==> src/rtl/pc_regs.sv <==
// 6502 program counter: PCL/PCH registers with loads from ADL/ADH/DL, a 16-bit increment and PC drivers onto DB/ADL/ADH.
// Latency: loads and increments appear on PC one PHI0 edge after the strobes are sampled; bus drivers are combinational.
// Backpressure: n_ready=1 freezes PC and the pending carry, while ctl_err and the bus drivers keep updating.
module pc_regs #(
  parameter logic [15:0] RESET_PC    = 16'h0000,
  parameter int unsigned CARRY_DELAY = 0
) (
  input  logic       PHI0,
  input  logic       n_RES,
  input  logic       n_ready,
  input  logic       n_1PC,
  input  logic       PCL_PCL,
  input  logic       ADL_PCL,
  input  logic       n_ADL_PCL,
  input  logic       PCH_PCH,
  input  logic       n_PCH_PCH,
  input  logic       ADH_PCH,
  input  logic       DL_PCH,
  input  logic       PC_DB,
  input  logic       PCL_DB,
  input  logic       PCH_DB,
  input  logic       PCL_ADL,
  input  logic       PCH_ADH,
  input  logic [7:0] ADL,
  input  logic [7:0] ADH,
  input  logic [7:0] DL,
  output logic [7:0] DB_out,
  output logic       DB_oe,
  output logic [7:0] ADL_out,
  output logic       ADL_oe,
  output logic [7:0] ADH_out,
  output logic       ADH_oe,
  output logic [15:0] PC,
  output logic       ctl_err
);

  typedef struct packed {
    logic [7:0] pch;
    logic [7:0] pcl;
  } pc_t;

  pc_t        pc_q;
  pc_t        pc_d;
  logic       cy_q;
  logic       cy_d;
  logic       err_q;
  logic       err_d;
  logic [7:0] src_l;
  logic [7:0] src_h;
  logic [8:0] sum_l;
  logic       h_load;
  logic       h_multi;

  always_comb begin
    src_l  = ADL_PCL ? ADL : pc_q.pcl;
    src_h  = DL_PCH ? DL : (ADH_PCH ? ADH : pc_q.pch);
    h_load = DL_PCH | ADH_PCH;
    sum_l  = {1'b0, src_l} + {8'd0, ~n_1PC};
    pc_d.pcl = sum_l[7:0];
    if (CARRY_DELAY == 0) begin
      pc_d.pch = src_h + {7'd0, sum_l[8]};
      cy_d     = 1'b0;
    end else begin
      // A fresh PCH load supersedes any carry still waiting from the last PCL wrap.
      pc_d.pch = h_load ? src_h : (src_h + {7'd0, cy_q});
      cy_d     = sum_l[8];
    end
  end

  always_comb begin
    h_multi = (DL_PCH & ADH_PCH) | (DL_PCH & PCH_PCH) | (ADH_PCH & PCH_PCH);
    err_d   = (ADL_PCL == n_ADL_PCL)
            | (PCH_PCH == n_PCH_PCH)
            | (ADL_PCL & PCL_PCL)
            | h_multi
            | (PC_DB & PCL_DB & PCH_DB);
  end

  always_ff @(posedge PHI0 or negedge n_RES) begin
    if (!n_RES) begin
      pc_q  <= RESET_PC;
      cy_q  <= 1'b0;
      err_q <= 1'b0;
    end else begin
      err_q <= err_d;
      if (!n_ready) begin
        pc_q <= pc_d;
        cy_q <= cy_d;
      end
    end
  end

  always_comb begin
    PC      = pc_q;
    ctl_err = err_q;
    DB_oe   = n_RES & PC_DB & (PCL_DB | PCH_DB);
    DB_out  = PCL_DB ? pc_q.pcl : pc_q.pch;
    ADL_oe  = n_RES & PCL_ADL;
    ADL_out = pc_q.pcl;
    ADH_oe  = n_RES & PCH_ADH;
    ADH_out = pc_q.pch;
  end

endmodule

==> config.mk <==
export PLATFORM = sky130hd
export DESIGN_NAME = pc_regs
export DESIGN_NICKNAME = d
export VERILOG_FILES = /design/src/rtl/pc_regs.sv
export SDC_FILE = /design/constraint.sdc
export NUM_CORES = 1
export LEC_CHECK = 0
export CAP_MARGIN = 20
export CELL_PAD_IN_SITES_DETAIL_PLACEMENT = 1
export CELL_PAD_IN_SITES_GLOBAL_PLACEMENT = 1
export CORE_ASPECT_RATIO = 1.25
export CORE_MARGIN = 2
export CORE_UTILIZATION = 26
export CTS_CLUSTER_SIZE = 12
export DETAILED_ROUTE_END_ITERATION = 7
export PLACE_DENSITY_LB_ADDON = 0.12
export SETUP_SLACK_MARGIN = 0.4
export SYNTH_ARGS = -nofsm -noshare
export SYNTH_HDL_FRONTEND = slang
export SYNTH_SLANG_ARGS = --single-unit
==> constraint.sdc <==
create_clock -name PHI0 -period 2.4 [get_ports PHI0]
set_input_delay 0.48 -clock PHI0 [delete_from_list [all_inputs] [get_ports PHI0]]
set_output_delay 0.48 -clock PHI0 [all_outputs]
set_load 0.01 [all_outputs]
==> results by group <==
Run status
  • Status: finished clean

Critical path
  • Worst path required time: 2540 ps
  • R2R cell count: 12
  • Buf/Inv on CP: 2
  • Crit path top cell by count: ha_4
  • Reg2reg setup slack: 50 ps
  • Worst path slowest cell: ha_2
  • CP Launch Type: input pin
  • Worst path max stage delay: 270 ps
  • R2r endpoint: ADH_out[6]
  • Delay-heaviest family, CP: adder cells
  • Crit path kind: input pin to flop
  • Critical path cell sequence: buf_8 > mux2_4 > ha_4 > ha_4 > inv_4 > a211o_1 > nor3b_2 > ha_2 > ha_4 > o211ai_1 > nor4_2 > xor2_1 > o21ai_1
  • CP max FO: 3
  • RR Startpoint: ADL_out[0]
  • Crit path DAT: 2520 ps
  • Crit end category: flop

STA
  • RSZ-0062 raised after global routing: yes
  • Final worst-path setup slack: 22.7 ps
  • Minimum clock period: 2380 ps
  • Worst Max-Slew Pin Slew: 346 ps
  • Fin crit share: 0.991
  • Final Hold Fails: 0
  • Fmax: 421 MHz
  • Relative slew margins: 0.770
  • Clock Skew: 8.08 ps
  • Final setup viols: 0
  • Slew Limit Fails: 0

Yosys
  • Cell taking the most area after synthesis: dfrtp_1
  • Ys async rst share: 1.00
  • Seq cells post-synth: 17
  • Post-synthesis cell type count: 48
  • Post-synthesis sequential area ratio: 0.261
  • Syn Inst Count: 175
  • Synth area leaders: dfrtp_1 26%, mux2_2 10%, buf_4 7.8%, mux2i_1 6.1%, xor2_1 3.2%
  • Post-synthesis cell area: 1630 sq um
  • EDFF count, synth: 0
  • Syn Nets: 219
  • Post-Syn Area per Cell: 9.31 sq um
  • Ys flop type: dfrtp_1
  • Ys Warns: 0
  • Synth top area share: 0.261

Run
  • Max-Cap Viols: 0

Clocking
  • Cts hold-fix bufs: 0
  • Number of buffers created by CTS: 3
  • CTS HTree Levels: 1
  • CTS Buffer Depth: 2
  • Root buffer cell: clkbuf_8
  • CTS clk-pin slew, worst paths: 70 ps
  • Clk_lat worst skew: 250 ps
  • CTS tree: yes
  • Clock sinks: 17

Global routing
  • Antenna violations before repair: 0
  • Largest net degree at the start of global routing: 30
  • First-pass GRT wire length: 8830 microns
  • Residual overflow from global routing: 0
  • Total GRT Usage: 0.168
  • Vias in the first global route: 1756

Floorplanning
  • Ports: 84
  • Standard-cell rows: 32
  • Die Height: 92.5 microns
  • Chip Width: 74.8 microns
  • Initial core utilization: 0.266
  • DIE AREA: 6920 sq um
  • Core Footprint: 6130 sq um

Place
  • GP Congestion: 0.785
  • Pre-CTS setup slack: -813 ps
  • Detailed placement HPWL: 4340 microns
  • Post-DP Area: 2730 sq um
  • Port bufs: 83

Detailed routing
  • DRT Wirelength: 5470 microns
  • Antenna viol nets, final: 0
  • First-pass detailed-route iteration total: 4
  • Vias: 1685
  • Starting DRT DRC Count: 44
  • DR vias/cell: 4.60
  • Drc violations: 0
  • Wire per inst: 14.9 microns

Layout
  • # diodes: 0
  • NumNets Final: 326
  • Layout cell share with drive strength beyond 1: 0.306
  • Post-layout instance area: 2890 sq um
  • Syn-to-layout area delta: 77.1%
  • Fill count: 719

Pwr
  • Worst vdd rail ir drop: 0.000187 V
  • P_leak: 1.23 nW
  • PwrDens: 489 nW/um^2

Worst hold path
  • Worst hold path class: input pin to asynchronous set/reset pin
-- layer usage --
layer / track usage / up-vias / part of all wire
met2: 0.316 / 41 / 0.58
met4: 0.0461 / 0 / 0.0071
met3: 0.0131 / 2 / 0.024
met1: 0.196 / 812 / 0.39
met5: 0 / - / 0
li1: - / 830 / -
-- power breakdown --
| part | switching (mW) | internal, mW | leakage, nW | total [mW] |
|---|---|---|---|---|
| clock network | 0.101 | 0.115 | 0.0255 | 0.216 |
| registers | 0.0473 | 0.335 | 0.196 | 0.382 |
| logic | 0.334 | 0.478 | 1.01 | 0.812 |
| total | 0.483 | 0.928 | 1.23 | 1.41 |
-- Yosys cell counts, types with 2 or more instances --
cell type and number:
mux2_1 4, nor2_1 13, mux2i_1 10, clkbuf_1 5, xnor2_1 3, a21boi_1 3
a21oi_1 4, mux2_2 15, buf_4 17, o21ai_1 7, nand2b_1 4, inv_1 3
buf_2 2, o21ai_0 5, ha_1 4, xor2_1 6, and2_1 3, nand3_1 6
nand2_1 11, nor2b_1 2, nor4_1 2, o22a_1 4, dfrtp_1 17
-- sequential cells by signal, indices dropped and copies added (netlist names) --
signal   cells
ctl_err      1
ADH_out      8
ADL_out      8
-- worst max-delay path by stage --
| stage | start | to | slack (ps) | cells past startpoint |
|---|---|---|---|---|
| 6_report | ADL_PCL | ADH_out[6] | 20 | 13 |
| 5_1_grt | ADL_PCL | ADH_out[6] | -60 | 13 |
| 4_1_cts | ADL_PCL | ADH_out[6] | -50 | 13 |
| 3_5_place_dp | ADL_PCL | ADH_out[7] | -810 | 12 |
| 3_3_place_gp | ADL_PCL | ADH_out[7] | -730 | 12 |
| 2_1_floorplan | ADL_PCL | ADH_out[6] | -350 | 14 |
-- worst reg2reg max path, stage by stage, from the launching register on --
cell	delay, ps
dfrtp_1	340
mux2_4	160
ha_4	140
ha_4	140
inv_4	30
a211o_1	240
nor3b_2	210
ha_2	270
ha_4	150
o211ai_1	110
nor4_2	180
xor2_1	160
o21ai_1	80
-- layout by cell type (no fill, tap or decap), types with 2 or more instances in the layout --
cell,n
a21boi_1,3
a21oi_1,4
and2_1,3
buf_2,2
buf_4,42
clkbuf_8,3
clkdlybuf4s50_1,63
dfrtp_1,17
dlygate4sd2_1,15
ha_4,3
inv_2,2
mux2_1,4
mux2_2,13
mux2_4,3
mux2i_1,10
nand2_1,11
nand2b_1,4
nand3_1,6
nor2_1,12
nor2b_1,2
o21ai_0,5
o21ai_1,7
o22a_1,4
xnor2_1,3
xor2_1,6
-- logic make-up after synthesis --
group,Yosys count,synth area share
AND/OR/NAND/NOR,50,0.173
AO/OA/AOI/OAI,36,0.173
XOR/XNOR,9,0.0484
buffers and inverters,29,0.112
multiplexers,30,0.202
adder cells (fa/ha/maj),4,0.0307
flip-flops,17,0.261
-- through the flow --
stage	hold slack [ps]	util	TNS (ps)	std cells	total power, mW
after CTS	473	0.468	-65.7	364	1.43
final	444	0.471	0	366	1.41
after floorplan	184	-	-1450	175	0.763
after global placement	556	0.445	-5400	353	1.18
after global routing	470	0.471	-164	366	1.51
after detailed placement	557	0.445	-6160	353	1.19
-- area by class of cell --
type,count,area (sq um),area share
Clock buffer,3,41.3,0.0143
Clock inverter,1,5.00,0.00173
Inverter,4,17.5,0.00607
Multi-Input combinational cell,129,1110,0.386
Sequential cell,17,425,0.147
Tap cell,85,106,0.0369
Timing Repair Buffer,127,1180,0.408
-- repair_timing --
item	4_1_cts	5_1_grt
pin swaps	11	9
cloned	1	0
buffers inserted	6	2
endpoints found under the setup margin	25	9
gates resized for setup	42	1
No activity file was read; power rests on OpenSTA's default activity.
